## src/rtl/mips_pkg.sv

```systemverilog
// mips_pkg: shared encodings, default widths and the decoded control word.
package mips_pkg;
  localparam int DEF_DATA_W = 32;
  localparam int DEF_REG_AW = 5;
  typedef enum logic [1:0] {BR_NONE = 2'b00, BR_BEZ = 2'b01, BR_BNE = 2'b10, BR_JMP = 2'b11} branch_t;
  localparam logic [3:0] ALU_NOP = 4'd0;
  localparam logic [3:0] ALU_ADD = 4'd1;
  localparam logic [3:0] ALU_SUB = 4'd2;
  localparam logic [3:0] ALU_AND = 4'd3;
  localparam logic [3:0] ALU_OR  = 4'd4;
  localparam logic [3:0] ALU_NOR = 4'd5;
  localparam logic [3:0] ALU_XOR = 4'd6;
  localparam logic [3:0] ALU_SLA = 4'd7;
  localparam logic [3:0] ALU_SLL = 4'd8;
  localparam logic [3:0] ALU_SRA = 4'd9;
  localparam logic [3:0] ALU_SRL = 4'd10;
  typedef struct packed {
    logic [3:0] alu_command;
    logic       mem_read;
    logic       mem_write;
    logic       wb_enable;
    logic       is_immediate;
    logic [1:0] branch;
  } ctrl_t;
endpackage

```

## src/rtl/id_ex_stage_reg_if.sv

```systemverilog
// id_ex_if: decoder-side inputs and EX-side outputs of the ID/EX register.
interface id_ex_if #(parameter int DATA_W = 32, parameter int REG_AW = 5);
  logic              id_valid;
  logic [3:0]        id_alu_command;
  logic              id_mem_read;
  logic              id_mem_write;
  logic              id_wb_enable;
  logic              id_is_immediate;
  logic [1:0]        id_branch;
  logic [DATA_W-1:0] id_pc;
  logic [DATA_W-1:0] id_val1;
  logic [DATA_W-1:0] id_val2;
  logic [DATA_W-1:0] id_imm;
  logic [REG_AW-1:0] id_dest;
  logic              ex_valid;
  logic              ex_mem_read;
  logic              ex_mem_write;
  logic              ex_wb_enable;
  logic [3:0]        ex_alu_command;
  logic [1:0]        ex_branch;
  logic [REG_AW-1:0] ex_dest;
  logic [DATA_W-1:0] ex_pc;
  logic [DATA_W-1:0] ex_val1;
  logic [DATA_W-1:0] ex_val2;
  logic [DATA_W-1:0] ex_alu_b;
  logic              ex_branch_taken;
  logic [DATA_W-1:0] ex_branch_target;
  modport master (
    output id_valid, id_alu_command, id_mem_read, id_mem_write, id_wb_enable, id_is_immediate,
           id_branch, id_pc, id_val1, id_val2, id_imm, id_dest,
    input  ex_valid, ex_mem_read, ex_mem_write, ex_wb_enable, ex_alu_command, ex_branch, ex_dest,
           ex_pc, ex_val1, ex_val2, ex_alu_b, ex_branch_taken, ex_branch_target
  );
  modport slave (
    input  id_valid, id_alu_command, id_mem_read, id_mem_write, id_wb_enable, id_is_immediate,
           id_branch, id_pc, id_val1, id_val2, id_imm, id_dest,
    output ex_valid, ex_mem_read, ex_mem_write, ex_wb_enable, ex_alu_command, ex_branch, ex_dest,
           ex_pc, ex_val1, ex_val2, ex_alu_b, ex_branch_taken, ex_branch_target
  );
endinterface

```

## src/rtl/branch_cond.sv

```systemverilog
// branch_cond: resolves BEZ/BNE/JMP for the instruction held in EX.
module branch_cond
  import mips_pkg::*;
#(parameter int DATA_W = DEF_DATA_W)
(
  input  logic              valid,
  input  logic [1:0]        branch,
  input  logic [DATA_W-1:0] val1,
  input  logic [DATA_W-1:0] val2,
  output logic              taken
);
  assign taken = valid & ((branch == BR_JMP) |
                          ((branch == BR_BEZ) & (val1 == '0)) |
                          ((branch == BR_BNE) & (val1 != val2)));
endmodule

```

## src/rtl/id_ex_stage_reg.sv

```systemverilog
// id_ex_stage_reg: ID/EX pipeline register with branch resolution, stall/bubble control and perf counters.
module id_ex_stage_reg
  import mips_pkg::*;
#(
  parameter int DATA_W = DEF_DATA_W,
  parameter int REG_AW = DEF_REG_AW,
  parameter int CNT_W  = 16
)
(
  input  logic             clk,
  input  logic             rst_n,
  input  logic             freeze,
  input  logic             flush,
  id_ex_if.slave           bus,
  output logic [CNT_W-1:0] bubble_cnt,
  output logic [CNT_W-1:0] instr_cnt
);
  ctrl_t             ctrl_q, id_ctrl;
  logic              valid_q, taken, bubble;
  logic [DATA_W-1:0] pc_q, val1_q, val2_q, imm_q;
  logic [REG_AW-1:0] dest_q;
  assign id_ctrl = '{alu_command: bus.id_alu_command, mem_read: bus.id_mem_read,
                     mem_write: bus.id_mem_write, wb_enable: bus.id_wb_enable,
                     is_immediate: bus.id_is_immediate, branch: bus.id_branch};
  // a taken branch kills the wrong-path instruction in ID unless stalled; flush overrides freeze
  assign bubble = flush | (~freeze & (taken | ~bus.id_valid));
  branch_cond #(.DATA_W(DATA_W)) u_branch_cond (
    .valid(valid_q), .branch(ctrl_q.branch), .val1(val1_q), .val2(val2_q), .taken(taken)
  );
  always_ff @(posedge clk or negedge rst_n) begin
    if (!rst_n) begin
      valid_q    <= 1'b0;
      ctrl_q     <= '0;
      pc_q       <= '0;
      val1_q     <= '0;
      val2_q     <= '0;
      imm_q      <= '0;
      dest_q     <= '0;
      bubble_cnt <= '0;
      instr_cnt  <= '0;
    end else if (bubble) begin
      valid_q    <= 1'b0;
      ctrl_q     <= '0;
      pc_q       <= '0;
      val1_q     <= '0;
      val2_q     <= '0;
      imm_q      <= '0;
      dest_q     <= '0;
      bubble_cnt <= bubble_cnt + {{(CNT_W-1){1'b0}}, ~&bubble_cnt};
    end else if (!freeze) begin
      valid_q    <= 1'b1;
      ctrl_q     <= id_ctrl;
      pc_q       <= bus.id_pc;
      val1_q     <= bus.id_val1;
      val2_q     <= bus.id_val2;
      imm_q      <= bus.id_imm;
      dest_q     <= bus.id_dest;
      instr_cnt  <= instr_cnt + {{(CNT_W-1){1'b0}}, ~&instr_cnt};
    end
  end
  assign bus.ex_valid         = valid_q;
  assign bus.ex_mem_read      = ctrl_q.mem_read;
  assign bus.ex_mem_write     = ctrl_q.mem_write;
  assign bus.ex_wb_enable     = ctrl_q.wb_enable;
  assign bus.ex_alu_command   = ctrl_q.alu_command;
  assign bus.ex_branch        = ctrl_q.branch;
  assign bus.ex_dest          = dest_q;
  assign bus.ex_pc            = pc_q;
  assign bus.ex_val1          = val1_q;
  assign bus.ex_val2          = val2_q;
  assign bus.ex_alu_b         = ctrl_q.is_immediate ? imm_q : val2_q;
  assign bus.ex_branch_taken  = taken;
  assign bus.ex_branch_target = pc_q + imm_q;
endmodule

```

## src/flat_wrapper.sv

```systemverilog
// flat-port wrapper written by rule: the top's interface ports become plain ports
module id_ex_stage_reg_flat import mips_pkg::*;
#(
  parameter int DATA_W = DEF_DATA_W,
  parameter int REG_AW = DEF_REG_AW,
  parameter int CNT_W  = 16
)
  (clk, rst_n, freeze, flush, bubble_cnt, instr_cnt, bus_id_valid, bus_id_alu_command, bus_id_mem_read, bus_id_mem_write, bus_id_wb_enable, bus_id_is_immediate, bus_id_branch, bus_id_pc, bus_id_val1, bus_id_val2, bus_id_imm, bus_id_dest, bus_ex_valid, bus_ex_mem_read, bus_ex_mem_write, bus_ex_wb_enable, bus_ex_alu_command, bus_ex_branch, bus_ex_dest, bus_ex_pc, bus_ex_val1, bus_ex_val2, bus_ex_alu_b, bus_ex_branch_taken, bus_ex_branch_target);
  id_ex_if #(.DATA_W(DATA_W), .REG_AW(REG_AW)) bus_i ();
  input  logic clk;
  input  logic rst_n;
  input  logic freeze;
  input  logic flush;
  output logic [CNT_W-1:0] bubble_cnt;
  output logic [CNT_W-1:0] instr_cnt;
  input wire logic [$bits(bus_i.id_valid)-1:0] bus_id_valid;
  input wire logic [$bits(bus_i.id_alu_command)-1:0] bus_id_alu_command;
  input wire logic [$bits(bus_i.id_mem_read)-1:0] bus_id_mem_read;
  input wire logic [$bits(bus_i.id_mem_write)-1:0] bus_id_mem_write;
  input wire logic [$bits(bus_i.id_wb_enable)-1:0] bus_id_wb_enable;
  input wire logic [$bits(bus_i.id_is_immediate)-1:0] bus_id_is_immediate;
  input wire logic [$bits(bus_i.id_branch)-1:0] bus_id_branch;
  input wire logic [$bits(bus_i.id_pc)-1:0] bus_id_pc;
  input wire logic [$bits(bus_i.id_val1)-1:0] bus_id_val1;
  input wire logic [$bits(bus_i.id_val2)-1:0] bus_id_val2;
  input wire logic [$bits(bus_i.id_imm)-1:0] bus_id_imm;
  input wire logic [$bits(bus_i.id_dest)-1:0] bus_id_dest;
  output wire logic [$bits(bus_i.ex_valid)-1:0] bus_ex_valid;
  output wire logic [$bits(bus_i.ex_mem_read)-1:0] bus_ex_mem_read;
  output wire logic [$bits(bus_i.ex_mem_write)-1:0] bus_ex_mem_write;
  output wire logic [$bits(bus_i.ex_wb_enable)-1:0] bus_ex_wb_enable;
  output wire logic [$bits(bus_i.ex_alu_command)-1:0] bus_ex_alu_command;
  output wire logic [$bits(bus_i.ex_branch)-1:0] bus_ex_branch;
  output wire logic [$bits(bus_i.ex_dest)-1:0] bus_ex_dest;
  output wire logic [$bits(bus_i.ex_pc)-1:0] bus_ex_pc;
  output wire logic [$bits(bus_i.ex_val1)-1:0] bus_ex_val1;
  output wire logic [$bits(bus_i.ex_val2)-1:0] bus_ex_val2;
  output wire logic [$bits(bus_i.ex_alu_b)-1:0] bus_ex_alu_b;
  output wire logic [$bits(bus_i.ex_branch_taken)-1:0] bus_ex_branch_taken;
  output wire logic [$bits(bus_i.ex_branch_target)-1:0] bus_ex_branch_target;
  assign bus_i.id_valid = bus_id_valid;
  assign bus_i.id_alu_command = bus_id_alu_command;
  assign bus_i.id_mem_read = bus_id_mem_read;
  assign bus_i.id_mem_write = bus_id_mem_write;
  assign bus_i.id_wb_enable = bus_id_wb_enable;
  assign bus_i.id_is_immediate = bus_id_is_immediate;
  assign bus_i.id_branch = bus_id_branch;
  assign bus_i.id_pc = bus_id_pc;
  assign bus_i.id_val1 = bus_id_val1;
  assign bus_i.id_val2 = bus_id_val2;
  assign bus_i.id_imm = bus_id_imm;
  assign bus_i.id_dest = bus_id_dest;
  assign bus_ex_valid = bus_i.ex_valid;
  assign bus_ex_mem_read = bus_i.ex_mem_read;
  assign bus_ex_mem_write = bus_i.ex_mem_write;
  assign bus_ex_wb_enable = bus_i.ex_wb_enable;
  assign bus_ex_alu_command = bus_i.ex_alu_command;
  assign bus_ex_branch = bus_i.ex_branch;
  assign bus_ex_dest = bus_i.ex_dest;
  assign bus_ex_pc = bus_i.ex_pc;
  assign bus_ex_val1 = bus_i.ex_val1;
  assign bus_ex_val2 = bus_i.ex_val2;
  assign bus_ex_alu_b = bus_i.ex_alu_b;
  assign bus_ex_branch_taken = bus_i.ex_branch_taken;
  assign bus_ex_branch_target = bus_i.ex_branch_target;
  id_ex_stage_reg #(.DATA_W(DATA_W), .REG_AW(REG_AW), .CNT_W(CNT_W)) u_core (.clk(clk), .rst_n(rst_n), .freeze(freeze), .flush(flush), .bus(bus_i), .bubble_cnt(bubble_cnt), .instr_cnt(instr_cnt));
endmodule
```

## config.mk

```make
export PLATFORM = sky130hd
export DESIGN_NAME = id_ex_stage_reg_flat
export DESIGN_NICKNAME = d
export VERILOG_FILES = /design/src/rtl/mips_pkg.sv /design/src/rtl/id_ex_stage_reg_if.sv /design/src/rtl/branch_cond.sv /design/src/rtl/id_ex_stage_reg.sv /design/src/flat_wrapper.sv
export SDC_FILE = /design/constraint.sdc
export NUM_CORES = 1
export LEC_CHECK = 0
export CAP_MARGIN = 0
export CELL_PAD_IN_SITES_DETAIL_PLACEMENT = 1
export CELL_PAD_IN_SITES_GLOBAL_PLACEMENT = 1
export CORE_ASPECT_RATIO = 1.4
export CORE_UTILIZATION = 31
export CTS_BUF_LIST = sky130_fd_sc_hd__clkbuf_4
export DETAILED_ROUTE_END_ITERATION = 7
export HOLD_SLACK_MARGIN = 0.02
export PLACE_DENSITY_LB_ADDON = 0.25
export SYNTH_ARGS = -nofsm -noshare
export SYNTH_HDL_FRONTEND = slang
export SYNTH_SLANG_ARGS = --single-unit
```

## constraint.sdc

```tcl
create_clock -name clk -period 3.5 [get_ports clk]
set_clock_uncertainty 0.15 [all_clocks]
set_input_delay 0.7 -clock clk [delete_from_list [all_inputs] [get_ports clk]]
set_output_delay 0.7 -clock clk [all_outputs]
set_load 0.05 [all_outputs]
```

==> flow_metrics.py, run 1 <==
metrics = {
    "global_routing": {
        "antenna_found_initial": 10,
        "grt_max_degree": 92,
        "track_usage_pct": 24.52,
        "grt-ovfl-total": 0,
        "grt_pass1_wl_mm": 54.62,
        "grt_pass1_vias": 9021,
    },
    "outcome": {
        "violations": "negative setup slack",
        "status": "complete, but fails checks",
    },
    "sta": {
        "max_slew_margin_pct": 58.35,
        "worst_slack_ps": -882.0,
        "worstMarginPinSlew_ps": 622.8,
        "period_needed_ps": 4382,
        "drv_slew": 0,
        "period_share_pct": 125.2,
        "finalSetupViolCount": 25,
        "max_freq_mhz": 228.2,
        "rsz0062_at_grt": "true",
        "hold_viol_final": 0,
    },
    "min_path": {
        "min-delay-path-class": "flip-flop to flip-flop",
        "hold_depth": 1,
    },
    "logic_synthesis": {
        "yosysTopAreaCell": "dfrtp_1",
        "yosys-top-cells-count": "dfrtp_1 (176), a22o_1 (143), xor2_1 (53)",
        "synth_nets": 962,
        "synth-seq-cells": 176,
        "synth-seq-area-share_pct": 49.16,
        "avgSynthCellArea_um2": 11.52,
        "synth_warnings": 0,
        "synth_top_area_share_pct": 49.16,
        "synthTopCellsByArea": "dfrtp_1 (49%), a22o_1 (14%), xor2_1 (5.2%), ha_1 (4.9%), mux2_2 (4.5%)",
        "yosysMostFrequentCell": "dfrtp_1",
        "synth_area_mm2": 0.008960,
        "ys_async_sr_fraction_pct": 100.0,
        "synth_cell_type_count": 47,
        "netlist_instances": 778,
        "synth_top_flop_cell": "dfrtp_1",
        "synth-edff-count": 0,
    },
    "drt": {
        "drt_iter0_drc": 300,
        "drcViolationCount": 0,
        "wirelength_mm": 36.07,
        "antenna_left": 0,
        "vias_per_cell": 5.180,
        "drt-pass1-iter-count": 4,
        "wl_per_cell_um": 22.53,
        "vias": 8293,
    },
    "critical_path": {
        "slowest_delay_ps": 460,
        "critPathArrivalTime_ps": 3530,
        "crit_buf_inv": 1,
        "reg2reg_depth": 9,
        "cp-start-kind": "flip-flop",
        "path_max_fanout": 2,
        "required_ps": 2650,
        "worstPathCellList": "ha_4 -> fa_2 -> a211oi_2 -> o21bai_2 -> o2111ai_2 -> a31oi_4 -> a311o_1 -> a211o_1 -> a21oi_4 -> xnor2_4 -> buf_12",
        "crit_type": "flip-flop to primary output",
        "crit_path_top_delay_cell": "dfrtp_2",
        "end_kind": "primary output",
        "crit_family": "compound AO/OA/AOI/OAI gates",
        "cp_num_cells": 11,
    },
    "power": {
        "max-vdd-ir-drop_v": 0.0002842,
        "p_leak_nw": 6.904,
        "powerDensity_mw_per_mm2": 382.7,
        "finalPower_w": 0.005741,
    },
    "run": {
        "drv_cap": 0,
    },
    "floorplanning": {
        "die_w_um": 145.7,
        "dieArea_mm2": 0.02960,
        "core_region_area_mm2": 0.02841,
        "rows": 73,
        "die_height_um": 203.2,
        "num_io_pins": 356,
        "initial_core_util_pct": 31.54,
    },
    "clocking": {
        "clk_latency_ps": 630,
        "htreeDepth": 4,
        "clock-sinks": 176,
        "clkTransAtPathRegs_ps": 150,
        "cts_buffer_depth": 2,
        "cts-root-buf": "clkbuf_4",
        "numCtsBuffers": 17,
        "cts_tree": "yes",
    },
    "placement": {
        "placed_cell_area_mm2": 0.01393,
        "gp_congestion": 0.8251,
        "hpwl_mm": 27.33,
        "io_buffers": 355,
    },
    "cells_and_area": {
        "drive_above_1_share_pct": 25.29,
        "area_growth_pct": 67.42,
        "stdcell_area_mm2": 0.01500,
        "nets": 1392,
    },
}
-- through the flow --
stage / TNS (ps) / util [%] / std cells / worst slack [ps] / hold slack (ps)
2_1_floorplan: -466.4 / - / 778 / -250.6 / 254.4
3_3_place_gp: -3458 / 49.05 / 1542 / -415.4 / 323.6
3_5_place_dp: -4281 / 49.05 / 1542 / -460.3 / 329.3
4_1_cts: -13410 / 51.91 / 1586 / -940.5 / 356.1
5_1_grt: -16000 / 52.81 / 1601 / -1011 / 378.4
6_report: -12490 / 52.81 / 1601 / -882.0 / 351.3
-- cells by family (layout without fill, tap and decap cells) --
| logic type | after synthesis | after routing | synth area share (%) |
|---|---|---|---|
| compound gates | 241 | 241 | 21.27 |
| simple gates | 140 | 140 | 8.114 |
| flops | 176 | 176 | 49.16 |
| mux | 37 | 37 | 4.636 |
| xor+xnor | 90 | 90 | 8.798 |
| other cells | 0 | 8 | 0 |
| buf+inv | 58 | 498 | 2.918 |
| fa+ha+maj | 36 | 36 | 5.111 |
-- what timing repair did --
item                                   4_1_cts  5_1_grt
setup endpoints to repair                   30       28
buffers inserted                            14        9
hold buffers                                 1        0
pin swaps                                   28       21
endpoints found under the hold margin       62        0
resized for setup                           88       35
-- state kept, by name, summed over array words and instances, names as in the netlist, 2 cells and up --
name and flops:
u_core.bus.ex_pc 32, u_core.bus.ex_val1 32, u_core.bus.ex_val2 32, u_core.imm_q 32, u_core.bubble_cnt 16, u_core.instr_cnt 16
u_core.bus.ex_dest 5, u_core.bus.ex_alu_command 4, u_core.bus.ex_branch 2
-- power by group --
group	internal, W	total, W	switching (W)
combinational	0.000864	0.00215	0.00129
clock	0.000426	0.00116	0.000733
sequential	0.00221	0.00243	0.000222
total	0.00350	0.00574	0.00224
-- layer usage --
layer | share of wire, % | GRT usage (%) | vias up
met5 | 0.067 | 0 | -
met4 | 2.8 | 10.00 | 4
met3 | 5.3 | 5.660 | 50
met2 | 54 | 45.40 | 262
met1 | 38 | 26.74 | 4204
li1 | - | - | 3773
-- worst paths after layout --
check                                  startpoint                       end  slack, ps
max                           u_core.bus.ex_pc[0]  bus_ex_branch_target[26]       -880
min                           u_core.instr_cnt[5]       u_core.instr_cnt[5]        350
max reg2reg                u_core.bus.ex_val1[20]    u_core.bus.ex_val1[13]        480
min reg2reg                   u_core.instr_cnt[5]       u_core.instr_cnt[5]        350
max in group asynchronous                   rst_n       u_core.instr_cnt[4]       1860
min in group asynchronous                   rst_n     u_core.bubble_cnt[13]        460
-- layout make-up --
type / count / area (µm²)
Fill cell: 2979 / 13410
Multi-Input combinational cell: 544 / 5124
Timing Repair Buffer: 461 / 4690
Sequential cell: 176 / 4423
Tap cell: 375 / 469.2
Clock buffer: 20 / 150.1
Clock inverter: 9 / 95.09
Inverter: 8 / 30.03
Antenna cell: 8 / 20.02
-- cells in the final DEF, fill, tap and decap left out, types with 8 or more instances in the layout --
cell             count
a22o_1             143
mux2_2              36
nor3_1              11
nand4_1             11
inv_1                8
diode_2              8
buf_12              31
nand2_1             26
a21o_1              23
buf_4               97
xnor2_2             13
clkbuf_4            20
and3_1              14
clkdlybuf4s50_1    322
xor2_1              42
a21oi_1             17
dfrtp_2             15
ha_4                 9
xnor2_1             21
dfrtp_1            161
ha_1                26
nor2_1              16
nand3_1             19
No activity file was read; power rests on OpenSTA's default activity.
==> inputs of run 2 (changes only) <==
--- a/config.mk
+++ b/config.mk
@@ -6,10 +6,8 @@
 export NUM_CORES = 1
 export LEC_CHECK = 0
 export CAP_MARGIN = 0
-export CELL_PAD_IN_SITES_DETAIL_PLACEMENT = 1
-export CELL_PAD_IN_SITES_GLOBAL_PLACEMENT = 1
 export CORE_ASPECT_RATIO = 1.4
-export CORE_UTILIZATION = 31
+export CORE_UTILIZATION = 45
 export CTS_BUF_LIST = sky130_fd_sc_hd__clkbuf_4
 export DETAILED_ROUTE_END_ITERATION = 7
 export HOLD_SLACK_MARGIN = 0.02
==> constraint.sdc (replaced) <==
create_clock -name clk -period 4.3 [get_ports clk]
set_clock_uncertainty 0.15 [all_clocks]
set_input_delay 0.86 -clock clk [delete_from_list [all_inputs] [get_ports clk]]
set_output_delay 0.86 -clock clk [all_outputs]
set_load 0.05 [all_outputs]
==> run 2 against run 1 <==
  * The run still ends with negative setup slack left
  * Die area down 31%
  * Largest cell class unchanged
  * Critical path type unchanged
  * Sequential cell count unchanged
  * Critical endpoint unchanged
  * Count of clock-buffer cells in the layout down 3
==> flow_metrics.py, run 2 (same netlist as run 1, synthesis figures left out) <==
metrics = {
    "clocking": {
        "clk_latency_ps": 590,
        "cts_hold_buf": 0,
        "clkTransAtPathRegs_ps": 170,
        "numCtsBuffers": 17,
        "clock-sinks": 176,
        "htreeDepth": 4,
        "cts_buffer_depth": 2,
        "cts_tree": "yes",
        "cts-root-buf": "clkbuf_4",
    },
    "floorplanning": {
        "die_height_um": 169.0,
        "num_io_pins": 356,
        "initial_core_util_pct": 46.26,
        "die_w_um": 121.3,
        "dieArea_mm2": 0.02049,
        "rows": 60,
        "core_region_area_mm2": 0.01937,
    },
    "sta": {
        "finalSetupViolCount": 8,
        "max_freq_mhz": 218.9,
        "worst_slack_ps": -268.5,
        "drv_slew": 0,
        "period_needed_ps": 4569,
        "period_share_pct": 106.2,
        "rsz0062_at_grt": "true",
        "worstMarginPinSlew_ps": 795.4,
        "hold_viol_final": 0,
        "max_slew_margin_pct": 46.97,
    },
    "critical_path": {
        "r2r-end": "u_core.bus.ex_dest[3]",
        "crit_type": "flip-flop to primary output",
        "critPathArrivalTime_ps": 3560,
        "cp-start-kind": "flip-flop",
        "reg2reg_depth": 9,
        "crit_path_start": "u_core.bus.ex_pc[0]",
        "path_max_fanout": 2,
        "required_ps": 3290,
        "end_kind": "primary output",
        "slowest_delay_ps": 420,
        "worstPathCellList": "ha_2 -> fa_2 -> a211oi_2 -> o21bai_2 -> o2111ai_4 -> a31oi_4 -> a311o_1 -> a211o_1 -> a21oi_2 -> xnor2_1 -> bufbuf_16",
        "crit_path_top_delay_cell": "dfrtp_1",
        "r2r_slack_ps": 1110,
        "r2r-start": "u_core.bus.ex_val2[10]",
    },
    "global_routing": {
        "grt-ovfl-total": 0,
        "grt_max_degree": 111,
        "grt_pass1_wl_mm": 46.06,
        "grt_pass1_vias": 8043,
        "antenna_found_initial": 4,
        "track_usage_pct": 30.05,
    },
    "placement": {
        "place_inst": 1347,
        "io_buffers": 355,
        "gp_congestion": 0.8927,
        "hpwl_mm": 22.46,
    },
    "cells_and_area": {
        "area_growth_pct": 53.36,
        "drive_above_1_share_pct": 14.69,
        "fill_cells": 1439,
        "fin_cells": 1396,
        "mostFrequentLayoutCell": "clkdlybuf4s50_1",
        "layout_common_cells": "clkdlybuf4s50_1 (329), dfrtp_1 (173), a22o_1 (143), xor2_1 (46)",
        "nets": 1315,
    },
    "power": {
        "powerDensity_mw_per_mm2": 336.9,
        "p_leak_nw": 6.407,
        "finalPower_w": 0.004629,
        "max-vdd-ir-drop_v": 0.0003643,
    },
    "run": {
        "drv_cap": 0,
    },
    "drt": {
        "drcViolationCount": 0,
        "vias": 8031,
        "drt_iter0_drc": 584,
        "vias_per_cell": 5.753,
        "wirelength_mm": 31.07,
        "wl_per_cell_um": 22.26,
        "drt-pass1-iter-count": 5,
        "antenna_left": 0,
    },
    "outcome": {
        "status": "complete, but fails checks",
        "violations": "negative setup slack",
    },
    "min_path": {
        "min-delay-path-class": "primary input to asynchronous set/reset pin",
    },
}
==> run 2: routing by layer <==
metal | track usage (%) | vias to the layer above | share of wire, %
met2 | 51.63 | 317 | 51
met4 | 13.96 | 0 | 3.9
met3 | 6.536 | 61 | 5.8
met1 | 35.57 | 4018 | 39
met5 | 0 | - | 0
li1 | - | 3635 | -
==> run 2: through the flow <==
stage	setup TNS (ps)	utilization (%)	setup slack [ps]	hold slack [ps]	instance area (µm²)
floorplan	0	-	8.613	324.4	8967
global placement	0	66.80	117.1	320.3	12940
detailed placement	0	66.80	50.68	332.2	12940
CTS	-696.8	69.61	-311.7	186.6	13480
global route	-2602	70.94	-427.6	199.8	13740
finish	-951.1	70.94	-268.5	190.8	13740
==> run 2: power breakdown <==
part	internal (W)	switching (W)	total, W
registers	0.00180	0.000175	0.00197
clock network	0.000363	0.000649	0.00101
logic	0.000643	0.00100	0.00165
total	0.00280	0.00183	0.00463
==> run 2: layout make-up <==
class	instances	area, µm²	area share [%]
Antenna cell	4	10.01	0.07285
Clock buffer	17	127.6	0.9288
Clock inverter	15	176.4	1.284
Inverter	8	30.03	0.2185
Multi-Input combinational cell	544	4618	33.61
Sequential cell	176	4408	32.08
Tap cell	248	310.3	2.258
Timing Repair Buffer	384	4060	29.55
==> run 2: repair_timing <==
item / 4_1_cts / 5_1_grt
endpoints found under the setup margin: 20 / 19
resized for setup: 41 / 37
pin swaps: 14 / 19
buffers inserted: 6 / 9
==> run 2: worst max-delay path by stage <==
stage / end / slack [ps] / cells past startpoint
after CTS: bus_ex_branch_target[26] / -310 / 11
after global placement: bus_ex_branch_target[26] / 120 / 11
after detailed placement: bus_ex_branch_target[26] / 50 / 11
after global routing: bus_ex_branch_target[26] / -430 / 11
after floorplan: bus_ex_branch_target[26] / 9 / 10
final: bus_ex_branch_target[26] / -270 / 11
==> run 2: worst max-delay path: cells and delay by family (launching register included) <==
kind,cells,cell delay (ps)
buf+inv,1,300
flops,1,420
compound gates,7,1560
xor+xnor,1,130
fa+ha+maj,2,550
==> variant, RTL diff (settings of run 1) <==
Add an input register stage for `freeze` and `flush`, with the module's reset; this delays them by one clock. The other inputs are not delayed to match.
--- a/src/rtl/id_ex_stage_reg.sv
+++ b/src/rtl/id_ex_stage_reg.sv
@@ -17,2 +17,16 @@
 );
+
+  logic freeze_q;
+  logic flush_q;
+
+  always_ff @(posedge clk or negedge rst_n) begin
+    if (!rst_n) begin
+      freeze_q <= '0;
+      flush_q  <= '0;
+    end else begin
+      freeze_q <= freeze;
+      flush_q  <= flush;
+    end
+  end
+
   ctrl_t             ctrl_q, id_ctrl;
@@ -25,3 +39,3 @@
   // a taken branch kills the wrong-path instruction in ID unless stalled; flush overrides freeze
-  assign bubble = flush | (~freeze & (taken | ~bus.id_valid));
+  assign bubble = flush_q | (~freeze_q & (taken | ~bus.id_valid));
   branch_cond #(.DATA_W(DATA_W)) u_branch_cond (
@@ -49,3 +63,3 @@
       bubble_cnt <= bubble_cnt + {{(CNT_W-1){1'b0}}, ~&bubble_cnt};
-    end else if (!freeze) begin
+    end else if (!freeze_q) begin
       valid_q    <= 1'b1;
Formal check against the unedited RTL: not equivalent (a bounded check fails within 4 cycles, from zero or initial values and one cycle with rst_n low).
==> variant against run 1 <==
  * The flow still finishes with violations (setup timing)
  * Register-to-register slack better by 0.11 ns
  * Final area is 0.19% lower
  * Total power is 2.7% higher
  * Routed wire length is 0.85% higher
  * Sequential cell count is 2 higher
  * Synthesized area is 0.56% higher
  * Worst setup slack worse by 0.060 ns
  * Highest routed layer is now met4
==> variant: results (changes against run 1) <==
| Metric | Value |
|---|---|
| Status | `finished, violations left` |
| Failing checks | `setup timing` |
| VDD IR max | `0.000198 V (-30%)` |
| LEAKAGE | `6.90 nW (about the same)` |
| Global routing met1 resource utilization | `27.7% (+0.98 points)` |
| Initial drt markers | `363 (+21%)` |
| Final nets | `1,388 (-0.29%)` |
| Met3 GRT Util | `5.59% (-0.067 points)` |
| Final Setup Violations | `25 (unchanged)` |
| Initial antenna violation count | `8 (-2)` |
| Largest net degree at the start of global routing | `95 (+3.3%)` |
| Commonest cells post-synth | `dfrtp_1 (178), a22o_1 (143), xor2_1 (53), xnor2_1 (37), mux2_2 (36)` |
| Drt via density | `5.25 (+1.3%)` |
| Final WS setup | `-0.942 ns (-0.0604 ns)` |
| Placed cell areas | `14,000 um2 (+0.68%)` |
| RR Endpoint | `u_core.bus.ex_mem_write` |
| Top post-synthesis cells by area | `dfrtp_1 (49%), a22o_1 (14%), xor2_1 (5.2%)` |
| Hold Crit Start | `u_core.instr_cnt[9]` |
| Worst hold margin | `0.354 ns (+0.00298 ns)` |
| Post-synthesis adder-cell area fraction | `5.08% (-0.028 points)` |
| Share of layout cells above drive strength 1 | `23.8% (-1.5 points)` |
| First drt pass iteration count | `6 (+2)` |
| Post-Place Worst Slack | `-0.537 ns (-0.0767 ns)` |
| Area occupied by multi-input gates | `4970 um2 (-3.1%)` |
| Setup TNS | `-12.85 ns (-0.353 ns)` |
| Syn Nets | `964 (+0.21%)` |
## variant: final cells by class
type | count | area share [%]
Clock buffer | 20 | 1.00
Timing Repair Buffer | 455 | 31.5
Inverter | 8 | 0.201
Tap cell | 375 | 3.13
Sequential cell | 178 | 29.9
Clock inverter | 11 | 0.928
Antenna cell | 9 | 0.150
Multi-Input combinational cell | 544 | 33.2
## variant: timing repair
item / CTS / global route
setup buffers: 12 / 3
hold buffers: 1 / 0
endpoints found under the setup margin: 53 / 28
gates resized for setup: 80 / 26
hold endpoints to repair: 76 / 0
pin swaps: 32 / 22
## variant: report_power, final
part           switching (mW)  internal [mW]  leakage [nW]
combinational            1.29          0.870          4.40
clock                   0.763          0.509         0.152
sequential              0.227           2.23          2.35
total                    2.28           3.61          6.90
## variant: routing by layer
layer | routed length, um | part of all wire [%]
met1 | 13900 | 38
met2 | 19500 | 54
met5 | 0 | 0
met4 | 1060 | 2.9
met3 | 1960 | 5.4
